File: src/rtl/icache_fill_pkg.sv
// Shared types and geometry helpers for the I-cache line-fill adapter.
package icache_fill_pkg;

    typedef enum logic [2:0] {
        StIdle,
        StReq,
        StWait,
        StDone,
        StGap
    } fill_state_e;

    localparam int unsigned WORD_BYTES = 4;

    // Byte-offset width of one cache line.
    function automatic int unsigned offset_w(input int unsigned num_blocks);
        return $clog2(num_blocks * WORD_BYTES);
    endfunction

    function automatic logic [31:0] line_base(input logic [31:0] addr, input int unsigned off_w);
        logic [31:0] mask;
        mask = ~((32'd1 << off_w) - 32'd1);
        return addr & mask;
    endfunction

endpackage

File: src/rtl/icache_line_fill_adapter_if.sv
// Line-fill bus: wide cache request side plus narrow memory read side.
interface icache_line_fill_adapter_if #(
    parameter int unsigned NUM_BLOCKS = 4
);
    logic                       mem_req_valid;
    logic                       mem_req_ready;
    logic [31:0]                mem_req_addr;
    logic [32*NUM_BLOCKS-1:0]   mem_req_rdata;
    logic                       mem_valid;
    logic                       mem_ready;
    logic [31:0]                mem_addr;
    logic [31:0]                mem_rdata;

    // slave: the adapter. master: the cache and narrow memory around it.
    modport slave (
        input  mem_req_valid, mem_req_addr, mem_ready, mem_rdata,
        output mem_req_ready, mem_req_rdata, mem_valid, mem_addr
    );

    modport master (
        output mem_req_valid, mem_req_addr, mem_ready, mem_rdata,
        input  mem_req_ready, mem_req_rdata, mem_valid, mem_addr
    );
endinterface

File: src/rtl/icache_line_fill_adapter_line_fill_buf.sv
// Line assembly buffer: NUM_BLOCKS x 32-bit slots, read out flat with word i at [32*i +: 32].
module line_fill_buf #(
    parameter  int unsigned NUM_BLOCKS = 4,
    localparam int unsigned IDX_W      = $clog2(NUM_BLOCKS)
) (
    input  logic                      clk,
    input  logic                      reset,
    input  logic                      we_i,
    input  logic [IDX_W-1:0]          idx_i,
    input  logic [31:0]               wdata_i,
    output logic [32*NUM_BLOCKS-1:0]  line_o
);
    logic [31:0] slot_q [NUM_BLOCKS];

    always_ff @(posedge clk or posedge reset) begin
        if (reset) begin
            for (int i = 0; i < NUM_BLOCKS; i++) begin
                slot_q[i] <= '0;
            end
        end else if (we_i) begin
            slot_q[idx_i] <= wdata_i;
        end
    end

    always_comb begin
        line_o = '0;
        for (int i = 0; i < NUM_BLOCKS; i++) begin
            line_o[32*i +: 32] = slot_q[i];
        end
    end
endmodule

File: src/rtl/icache_line_fill_adapter.sv
// Serves a wide I-cache line fill with NUM_BLOCKS sequential narrow 32-bit reads.
// Define CRITICAL_WORD_FIRST_EN to start each fill at the requested word and wrap.
module icache_line_fill_adapter
    import icache_fill_pkg::*;
#(
    parameter int unsigned NUM_BLOCKS = 4,
    parameter int unsigned BLOCK_SIZE = 4
) (
    input logic                        clk,
    input logic                        reset,
    icache_line_fill_adapter_if.slave  bus
);
    localparam int unsigned     OFF_W     = offset_w(NUM_BLOCKS);
    localparam int unsigned     IDX_W     = OFF_W - 2;
    localparam logic [IDX_W-1:0] LAST_BEAT = IDX_W'(NUM_BLOCKS - 1);

    if (BLOCK_SIZE != WORD_BYTES) begin : g_bad_block_size
        $error("icache_line_fill_adapter: BLOCK_SIZE must be 4");
    end
    if (NUM_BLOCKS < 2 || (NUM_BLOCKS & (NUM_BLOCKS - 1)) != 0) begin : g_bad_num_blocks
        $error("icache_line_fill_adapter: NUM_BLOCKS must be a power of two >= 2");
    end

    fill_state_e      state_q, state_d;
    logic [31:0]      base_q, base_d;
    logic [IDX_W-1:0] beat_q, beat_d;   // word index within the line being read
    logic [IDX_W-1:0] cnt_q, cnt_d;     // beats completed before the current one
    logic             abort_q, abort_d;
    logic             slot_we;
    logic [32*NUM_BLOCKS-1:0] line;

    always_ff @(posedge clk or posedge reset) begin
        if (reset) begin
            state_q <= StIdle;
            base_q  <= '0;
            beat_q  <= '0;
            cnt_q   <= '0;
            abort_q <= 1'b0;
        end else begin
            state_q <= state_d;
            base_q  <= base_d;
            beat_q  <= beat_d;
            cnt_q   <= cnt_d;
            abort_q <= abort_d;
        end
    end

    always_comb begin
        state_d = state_q;
        base_d  = base_q;
        beat_d  = beat_q;
        cnt_d   = cnt_q;
        abort_d = abort_q;
        unique case (state_q)
            StIdle: begin
                if (bus.mem_req_valid) begin
                    base_d  = line_base(bus.mem_req_addr, OFF_W);
`ifdef CRITICAL_WORD_FIRST_EN
                    beat_d  = bus.mem_req_addr[OFF_W-1:2];
`else
                    beat_d  = '0;
`endif
                    cnt_d   = '0;
                    abort_d = 1'b0;
                    state_d = StReq;
                end
            end
            StReq: begin
                // An in-flight read is never withdrawn; a dropped request is remembered.
                if (!bus.mem_req_valid) abort_d = 1'b1;
                if (bus.mem_ready) state_d = StWait;
            end
            StWait: begin
                if (abort_q || !bus.mem_req_valid) begin
                    state_d = StGap;
                end else if (cnt_q == LAST_BEAT) begin
                    state_d = StDone;
                end else begin
                    cnt_d   = cnt_q + 1'b1;
                    beat_d  = beat_q + 1'b1;
                    state_d = StReq;
                end
            end
            StDone:  state_d = StGap;
            StGap:   state_d = StIdle;
            default: state_d = StIdle;
        endcase
    end

    always_comb begin
        bus.mem_valid     = (state_q == StReq);
        bus.mem_req_ready = (state_q == StDone);
        bus.mem_addr      = base_q | {{(32 - OFF_W){1'b0}}, beat_q, 2'b00};
        bus.mem_req_rdata = line;
        slot_we           = (state_q == StReq) && bus.mem_ready;
    end

    // Slot index equals mem_addr[OFF_W-1:2], so placement is independent of beat order.
    line_fill_buf #(
        .NUM_BLOCKS (NUM_BLOCKS)
    ) u_line_fill_buf (
        .clk     (clk),
        .reset   (reset),
        .we_i    (slot_we),
        .idx_i   (beat_q),
        .wdata_i (bus.mem_rdata),
        .line_o  (line)
    );
endmodule

File: src/flat_wrapper.sv
// flat-port wrapper written by rule: the top's interface ports become plain ports
module icache_line_fill_adapter_flat import icache_fill_pkg::*;
#(
    parameter int unsigned NUM_BLOCKS = 4,
    parameter int unsigned BLOCK_SIZE = 4
)
  (clk, reset, bus_mem_req_valid, bus_mem_req_addr, bus_mem_ready, bus_mem_rdata, bus_mem_req_ready, bus_mem_req_rdata, bus_mem_valid, bus_mem_addr);
  icache_line_fill_adapter_if #(.NUM_BLOCKS(NUM_BLOCKS)) bus_i ();
  input logic clk;
  input logic reset;
  input wire logic [$bits(bus_i.mem_req_valid)-1:0] bus_mem_req_valid;
  input wire logic [$bits(bus_i.mem_req_addr)-1:0] bus_mem_req_addr;
  input wire logic [$bits(bus_i.mem_ready)-1:0] bus_mem_ready;
  input wire logic [$bits(bus_i.mem_rdata)-1:0] bus_mem_rdata;
  output wire logic [$bits(bus_i.mem_req_ready)-1:0] bus_mem_req_ready;
  output wire logic [$bits(bus_i.mem_req_rdata)-1:0] bus_mem_req_rdata;
  output wire logic [$bits(bus_i.mem_valid)-1:0] bus_mem_valid;
  output wire logic [$bits(bus_i.mem_addr)-1:0] bus_mem_addr;
  assign bus_i.mem_req_valid = bus_mem_req_valid;
  assign bus_i.mem_req_addr = bus_mem_req_addr;
  assign bus_i.mem_ready = bus_mem_ready;
  assign bus_i.mem_rdata = bus_mem_rdata;
  assign bus_mem_req_ready = bus_i.mem_req_ready;
  assign bus_mem_req_rdata = bus_i.mem_req_rdata;
  assign bus_mem_valid = bus_i.mem_valid;
  assign bus_mem_addr = bus_i.mem_addr;
  icache_line_fill_adapter #(.NUM_BLOCKS(NUM_BLOCKS), .BLOCK_SIZE(BLOCK_SIZE)) u_core (.clk(clk), .reset(reset), .bus(bus_i));
endmodule
File: config.mk
export PLATFORM = sky130hd
export DESIGN_NAME = icache_line_fill_adapter_flat
export DESIGN_NICKNAME = d
export VERILOG_FILES = /design/src/rtl/icache_fill_pkg.sv /design/src/rtl/icache_line_fill_adapter_if.sv /design/src/rtl/icache_line_fill_adapter_line_fill_buf.sv /design/src/rtl/icache_line_fill_adapter.sv /design/src/flat_wrapper.sv
export SDC_FILE = /design/constraint.sdc
export NUM_CORES = 1
export LEC_CHECK = 0
export ABC_AREA = 1
export CORE_MARGIN = 10
export CORE_UTILIZATION = 46
export DETAILED_ROUTE_END_ITERATION = 7
export HOLD_SLACK_MARGIN = 0.1
export PLACE_DENSITY = 0.85
export SLEW_MARGIN = 30
export SYNTH_ARGS = -nofsm -noshare
export SYNTH_HDL_FRONTEND = slang
export SYNTH_HIERARCHICAL = 1
export SYNTH_SLANG_ARGS = --single-unit
export TNS_END_PERCENT = 20
File: constraint.sdc
create_clock -name clk -period 4.78 [get_ports clk]
set_input_delay 0.478 -clock clk [delete_from_list [all_inputs] [get_ports clk]]
set_output_delay 0.478 -clock clk [all_outputs]
set_load 0.01 [all_outputs]
### Yosys cells after proc, flatten, opt, wreduce, memory -nomap -nowiden

Cells that the tools add are included.

* register bits: 164
* output and inout bits: 162

* add/sub/neg operators: 2
* order comparisons: 2
* equality and inequality tests: 9
* multiplexer cells: 18
* bitwise operators: 2
* reduce and logical (&&, ||, !) cells: 11

Operators with widths (number)
* $bwmux 128: 1
* $demux 32 s2: 1
* $mux 32: 1
* $or 32x4->32: 1
* $mux 2: 6
* $pmux 3 s4: 1
* $ne 2x2->1 const B: 5
* $mux 3: 3
* $pmux 2 s2: 2
* $eq 3x2->1 const B: 2
* $add 2x1->2 const B: 2
* $reduce_and 2->1: 2
* $reduce_and 4->1: 1
* $reduce_bool 2->1: 2
* $eq 3x1->1 const B: 1
* $ge 3x3->1 const B: 1
* $logic_not 3->1: 1
* $lt 3x1->1 const B: 1
* $not 2->3: 1
* $reduce_and 3->1: 1
* $eq 2x2->1 const B: 1
* $logic_and 1x1->1: 2
* $mux 1: 2
* $pmux 1 s2: 1
* 2 further kinds: 2

### Logic depth before layout (Yosys ltp)

Gate-level depths: netlist of run 1.

* word-level depth: 6
* depth in mapped cells: 9

### Hierarchy

The synthesis of run 1 kept the hierarchy.

By module, submodules not included
* line_fill_buf: times used 1, cells an instance 570, area each 5192.5 µm²
* icache_line_fill_adapter: times used 1, cells an instance 186, area each 1590.3 µm²

### Least setup slack after synthesis of run 1

No wires, ideal clock.

* path type: reg-to-reg
* from: reg u_core.state_q[0]
* to: reg u_core.u_line_fill_buf.slot_q (netlist bit u_core/u_line_fill_buf/line_o[100])
* setup time: 0.118 ns
* arrival time: 1.346 ns
* setup slack: 3.315 ns
* cell stages (with the launch flop): 10
* buffers on the path: 2
* clock period less this slack: 1.465 ns
* cells stage by stage: dfrtp_1 -> inv_1 -> nor2_1 -> nand2_1 -> nor2_1 -> clkbuf_2 -> nand3_1 -> clkbuf_1 -> nand2_1 -> nand2_1

* longest elaborated chain between the ends: 2

Ends and longest elaborated chain
* from (decl): RTL line icache_line_fill_adapter.sv:24 `fill_state_e state_q, state_d;`
* from (signal assigned): RTL line icache_line_fill_adapter.sv:34 `state_q <= StIdle;`
* from (signal assigned): RTL line icache_line_fill_adapter.sv:40 `state_q <= state_d;`
* $eq 3x1->1: RTL line icache_line_fill_adapter.sv:95 `slot_we = (state_q == StReq) && bus.mem_ready;`
* $logic_and 1x1->1: RTL line icache_line_fill_adapter.sv:95
* net u_core.slot_we: RTL line icache_line_fill_adapter.sv:29 `logic slot_we;`
* to (signal, indexed assignment): RTL line icache_line_fill_adapter_line_fill_buf.sv:21 `slot_q[idx_i] <= wdata_i;`
* to (decl): RTL line icache_line_fill_adapter_line_fill_buf.sv:13 `logic [31:0] slot_q [NUM_BLOCKS];`

The timed path passes the listed nets, and every way through them passes these cells.
A chain may end at the register's enable or synchronous reset.

### Worst setup path in the final report of run 1

* from: reg u_core.state_q[2]
* to: reg u_core.u_line_fill_buf.slot_q (netlist bit u_core/u_line_fill_buf/line_o[99])

The elaborated chain is that of the path after synthesis.

==> results of run 1 <==
## where the power goes
part / internal (mW) / switching, mW
Sequential: 1.86 / 0.324
Combinational: 1.08 / 1.21
Clock: 0.858 / 0.532
## critical path: stages, from the launching register on
cell and delay (ns):
dfrtp_1 0.42, nor2_1 0.16, nand2_1 0.16, nor2_4 0.38, buf_4 0.53, buf_4 0.63
nand4_1 0.21, nand2_1 0.10
## sequential cells by signal, indices dropped and copies added (netlist names)
name                           flops
u_core/beat_q                      2
u_core/cnt_q                       2
u_core/state_q                     3
u_core/base_q                     28
u_core/u_line_fill_buf/line_o    128
u_core/abort_q                     1
## path summary, 6_finish.rpt
kind / start / end
worst min-delay path: u_core/u_line_fill_buf/line_o[80] / u_core/u_line_fill_buf/line_o[80]
worst max-delay path: u_core/state_q[2] / u_core/u_line_fill_buf/line_o[99]
worst min register to register: u_core/u_line_fill_buf/line_o[80] / u_core/u_line_fill_buf/line_o[80]
worst max register to register: u_core/state_q[2] / u_core/u_line_fill_buf/line_o[99]
max in group asynchronous: reset / u_core/u_line_fill_buf/line_o[12]
min in group asynchronous: reset / u_core/u_line_fill_buf/line_o[117]
## cell type report
cell class              instances  share of cell area (%)
multi-input cells             519                    24.0
clock inverters                 9                    1.32
clock buffers                  22                    4.91
repair buffers                237                    24.2
flip-flops and latches        164                    42.5
well taps                     184                    2.38
inverters                      16                   0.673
## cells by family (layout without fill, tap and decap cells)
group	count (synthesis)	count (layout)	synth area share, %
other	1	2	0.0553
buffers and inverters	74	284	5.48
AO/OA/AOI/OAI	5	5	0.387
AND/OR/NAND/NOR	511	511	33.4
adder cells (fa/ha/maj)	1	1	0.184
flip-flops	164	164	60.5
## cells in the mapped netlist
cell type / instances / area (um^2)
nor2_1: 8 / 30.0
clkbuf_2: 1 / 5.00
inv_2: 1 / 3.75
a21oi_1: 1 / 5.00
dfrtp_1: 164 / 4100
nand3_1: 38 / 190
nand4_1: 101 / 632
nor2_4: 2 / 22.5
conb_1: 1 / 3.75
nor3_1: 1 / 5.00
inv_1: 15 / 56.3
buf_1: 2 / 7.51
clkbuf_1: 13 / 48.8
buf_4: 2 / 15.0
buf_8: 1 / 15.0
buf_6: 4 / 45.0
nand2_2: 11 / 68.8
nand2_1: 349 / 1310
ha_1: 1 / 12.5
nor2_2: 1 / 6.26
o22ai_1: 1 / 6.26
buf_2: 35 / 175
o21ai_0: 3 / 15.0
## metrics by stage
stage	util (%)	power [mW]	std cells	hold slack [ns]
5_1_grt	66.7	6.24	1151	0.483
2_1_floorplan	-	3.24	757	0.454
6_report	66.7	5.87	1151	0.468
4_1_cts	66.7	5.92	1151	0.472
3_3_place_gp	62.5	4.46	1120	0.453
3_5_place_dp	62.6	4.51	1120	0.457
## routing by layer
layer	global-route usage, %	vias up	wire length [um]	share of wire, %
li1	-	2874	-	-
met1	25.2	2898	8180	39
met5	0	-	0	0
met4	7.42	0	491	2.4
met2	31.5	276	9900	47
met3	8.71	34	2330	11
==> results.py, run 1 <==
metrics = {
    "global_route": {
        "grt_pass1_vias": 6009,
        "grt_max_degree": 83,
        "overflow": 0,
        "antenna_found_initial": 0,
        "track_usage_pct": 20.5,
        "grt_pass1_wl_um": 33200,
    },
    "sta": {
        "setup_viol": 0,
        "period_share_pct": 56.4,
        "hold_viol": 0,
        "finalCriticalPeriod_ns": 2.70,
        "clock.fmax_mhz": 371,
        "fin_ws_ns": 2.08,
        "tns_ns": 0,
        "skew_ns": 0.00751,
        "drv_slew": 0,
        "relSlewSlack_pct": 45.3,
        "rsz0062_at_grt": "no",
        "worstMarginPinSlew_ns": 0.821,
    },
    "finish": {
        "seqCellArea_mm2": 0.00411,
        "area_delta_synth_final_pct": 42.4,
        "n_antenna_cell": 0,
        "fin_area_mm2": 0.00966,
        "layout.nets": 1024,
        "final_cell_mix": "nand2_1 (349), clkdlybuf4s50_1 (223), dfrtp_1 (162), nand4_1 (101), nand3_1 (38)",
        "drive_above_1_share_pct": 6.41,
        "multiInputGateArea_mm2": 0.00232,
        "fill_cells": 1132,
        "final_common_cell": "nand2_1",
    },
    "route": {
        "detail-route-antenna-nets": 0,
        "dr.pass1.iters": 5,
        "routed_wl_um": 20900,
        "vias": 6082,
        "wire_per_inst_um": 18.2,
        "dr.first_iter.drc_count": 409,
        "remaining_drc_errors": 0,
        "viasPerCell": 5.28,
    },
    "placement": {
        "port_buffers": 223,
        "place.gp.congestion": 0.844,
        "placed_area_mm2": 0.00906,
        "post-place-ws_ns": 1.76,
        "place_hpwl_um": 14200,
    },
    "clock_network": {
        "cts_resized": 0,
        "post_cts_buffers": 0,
        "clock_sinks": 164,
        "cts_tree": "built",
        "clkLatencyLatePin_ns": 0.42,
        "path_clk_slew_ns": 0.06,
        "root_buffer": "clkbuf_16",
        "htreeDepth": 4,
        "cts-hold-fix-buffers": 0,
        "cts_max_path_buffers": 2,
        "numCtsBuffers": 17,
    },
    "hold_path": {
        "hold_depth": 2,
        "hold_class": "reg -> reg",
    },
    "worst_setup_path": {
        "cp.arrival_ns": 3.05,
        "start_kind": "flop",
        "reg2reg_slack_ns": 2.08,
        "reg2reg_depth": 7,
        "endpoint_kind": "flop",
        "critPathMaxFanout": 67,
        "timing_worst_setup_path_type": "reg -> reg",
        "required_ns": 5.13,
    },
    "floorplanning": {
        "die_w_um": 141,
        "die_area_mm2": 0.0200,
        "coreArea_mm2": 0.0145,
        "fp.dieH_um": 141,
        "rows": 44,
        "io_pins": 230,
        "floorplan.initialDensity_pct": 46.8,
    },
    "yosys": {
        "syn-cell-area_mm2": 0.00678,
        "syn_avg_cell_area_um2": 8.97,
        "yosysSeqAreaShare_pct": 60.5,
        "netlist_instances": 756,
        "synthDistinctLibCells": 23,
        "yosysWarnings": 6,
        "ys_seq_elements": 164,
    },
    "status": {
        "status": "complete, no violations",
    },
    "power": {
        "irDropWorstVdd_mv": 0.320,
        "power.density_mw_per_mm2": 607,
        "power_leakage_nw": 4.81,
    },
    "job": {
        "max-cap-violations": 0,
    },
}
No activity file was read; power rests on OpenSTA's default activity.
==> inputs of run 2 (changes only) <==
--- a/config.mk
+++ b/config.mk
@@ -7,10 +7,10 @@
 export LEC_CHECK = 0
 export ABC_AREA = 1
 export CORE_MARGIN = 10
-export CORE_UTILIZATION = 46
+export CORE_UTILIZATION = 41
 export DETAILED_ROUTE_END_ITERATION = 7
 export HOLD_SLACK_MARGIN = 0.1
-export PLACE_DENSITY = 0.85
+export PLACE_DENSITY = 0.8
 export SLEW_MARGIN = 30
 export SYNTH_ARGS = -nofsm -noshare
 export SYNTH_HDL_FRONTEND = slang
==> constraint.sdc (replaced) <==
create_clock -name clk -period 2.2 [get_ports clk]
set_input_delay 0.22 -clock clk [delete_from_list [all_inputs] [get_ports clk]]
set_output_delay 0.22 -clock clk [all_outputs]
set_load 0.01 [all_outputs]
==> run 2 against run 1 <==
Die area grew 10%. First-iteration DRC count shrank 0.24%. Clock-buffer cell count shrank 5. Hold slack lost 0.15 ns. Clock power grew 130%. Setup slack lost 1.9 ns. Critical path depth shrank 3. Final area grew 2.5%. Global-route usage shrank 1.2 points. Critical path type is now reg -> out. Critical endpoint is now bus_mem_valid. Largest power group unchanged. Highest routed layer unchanged.
==> results.py, run 2 (synthesis gave the netlist of run 1 again) <==
metrics = {
    "finish": {
        "largest_register_ffs": 128,
        "fin_area_mm2": 0.00990,
        "post-route-util_pct": 61.7,
        "layout.nets": 1037,
        "n_antenna_cell": 0,
        "final_common_cell": "nand2_1",
        "drive_above_1_share_pct": 7.85,
        "fill_cells": 1316,
        "area_delta_synth_final_pct": 46.0,
        "instances_no_fill": 1197,
        "final_cell_mix": "nand2_1 (349), clkdlybuf4s50_1 (223), dfrtp_1 (162), nand4_1 (101), nand3_1 (38)",
    },
    "route": {
        "detail-route-antenna-nets": 0,
        "vias": 6067,
        "dr.pass1.iters": 5,
        "viasPerCell": 5.07,
        "dr.first_iter.drc_count": 408,
        "wire_per_inst_um": 17.8,
        "remaining_drc_errors": 0,
        "routed_wl_um": 21300,
    },
    "worst_setup_path": {
        "reg2reg_slack_ns": 0.38,
        "timing_worst_setup_path_type": "reg -> out",
        "start_kind": "flop",
        "cp.arrival_ns": 1.83,
        "critPathMaxFanout": 5,
        "required_ns": 1.98,
        "endpoint_kind": "output pin",
    },
    "global_route": {
        "grt_max_degree": 61,
        "track_usage_pct": 19.3,
        "antenna_found_initial": 0,
        "overflow": 0,
        "grt_pass1_vias": 6117,
        "grt_pass1_wl_um": 33900,
    },
    "power": {
        "total_power_mw": 13.1,
        "irDropWorstVdd_mv": 0.810,
        "power_leakage_nw": 4.91,
        "power.density_mw_per_mm2": 1320,
    },
    "sta": {
        "fin_ws_ns": 0.152,
        "clock.fmax_mhz": 488,
        "setup_viol": 0,
        "rsz0062_at_grt": "no",
        "hold_viol": 0,
        "tns_ns": 0,
        "relSlewSlack_pct": 66.4,
        "skew_ns": 0.0139,
        "drv_slew": 0,
        "finalCriticalPeriod_ns": 2.05,
        "period_share_pct": 93.1,
        "worstMarginPinSlew_ns": 0.503,
        "holdWs_ns": 0.322,
    },
    "clock_network": {
        "clkLatencyLatePin_ns": 0.43,
        "cts_tree": "built",
        "htreeDepth": 4,
        "root_buffer": "clkbuf_16",
        "path_clk_slew_ns": 0.07,
        "numCtsBuffers": 17,
        "clock_sinks": 164,
        "cts_max_path_buffers": 2,
        "post_cts_buffers": 0,
        "cts_resized": 0,
    },
    "placement": {
        "port_buffers": 223,
        "placed_area_mm2": 0.00925,
        "place_hpwl_um": 15000,
        "place.gp.congestion": 0.847,
        "dp.cells": 1164,
        "post-place-ws_ns": 0.309,
    },
    "floorplanning": {
        "coreArea_mm2": 0.0161,
        "die_area_mm2": 0.0221,
        "fp.dieH_um": 149,
        "rows": 46,
        "floorplan.initialDensity_pct": 42.2,
        "die_w_um": 149,
        "io_pins": 230,
    },
    "hold_path": {
        "hold_class": "in -> reg",
    },
    "status": {
        "status": "complete, no violations",
    },
    "job": {
        "max-cap-violations": 0,
    },
}
[run 2: cell count changes in the layout (fill, tap and decap cells not counted), moves of 2 or more]
| cell | previous run | this run |
|---|---|---|
| inv_6 | 1 | 6 |
| clkbuf_8 | 3 | 0 |
| buf_4 | 14 | 21 |
| buf_12 | 0 | 5 |
| clkbuf_1 | 2 | 0 |
| clkinv_2 | 3 | 0 |
| clkinv_4 | 0 | 2 |
[run 2: per-layer routing]
layer	vias up	global-route usage, %	share of wire, %	wire [um]
li1	2898	-	-	-
met4	0	6.34	1.5	330
met1	2900	22.9	40	8540
met2	244	31.1	48	10300
met5	-	0	0	0
met3	25	7.86	10	2190
[run 2: repair_timing]
| item | CTS | global route |
|---|---|---|
| hold buffers | 1 | 0 |
| setup endpoints to repair | 0 | 0 |
| hold endpoints to repair | 2 | 0 |
[run 2: cell type report]
type                    instances  area [um^2]  area share (%)
clock buffers                  17          425            4.30
clock inverters                15          216            2.19
inverters                      16         63.8           0.645
multi-input cells             519         2320            23.4
flip-flops and latches        164         4110            41.5
well taps                     216          270            2.73
repair buffers                250         2500            25.2
[run 2: worst paths after layout]
path | startpoint | end | cells past startpoint
hold / removal | bus_mem_req_addr[4] | u_core/base_q[4] | 3
min in group asynchronous | reset | u_core/beat_q[0] | 3
hold reg to reg | u_core/base_q[12] | u_core/base_q[12] | 2
max in group asynchronous | reset | u_core/state_q[0] | 4
setup reg to reg | u_core/state_q[1] | u_core/u_line_fill_buf/line_o[101] | 7
setup / recovery | u_core/state_q[1] | bus_mem_valid | 4
[run 2: critical path: stages (launching register included)]
cell             delay (ns)
dfrtp_1                0.42
inv_1                  0.15
nand2_1                0.17
inv_1                  0.11
clkdlybuf4s50_1        0.55
[run 2: where the power goes]
part	internal [mW]	total [mW]	switching [mW]
Sequential	4.04	4.63	0.591
Clock	1.93	3.22	1.29
Combinational	2.46	5.24	2.78
Total	8.43	13.1	4.66
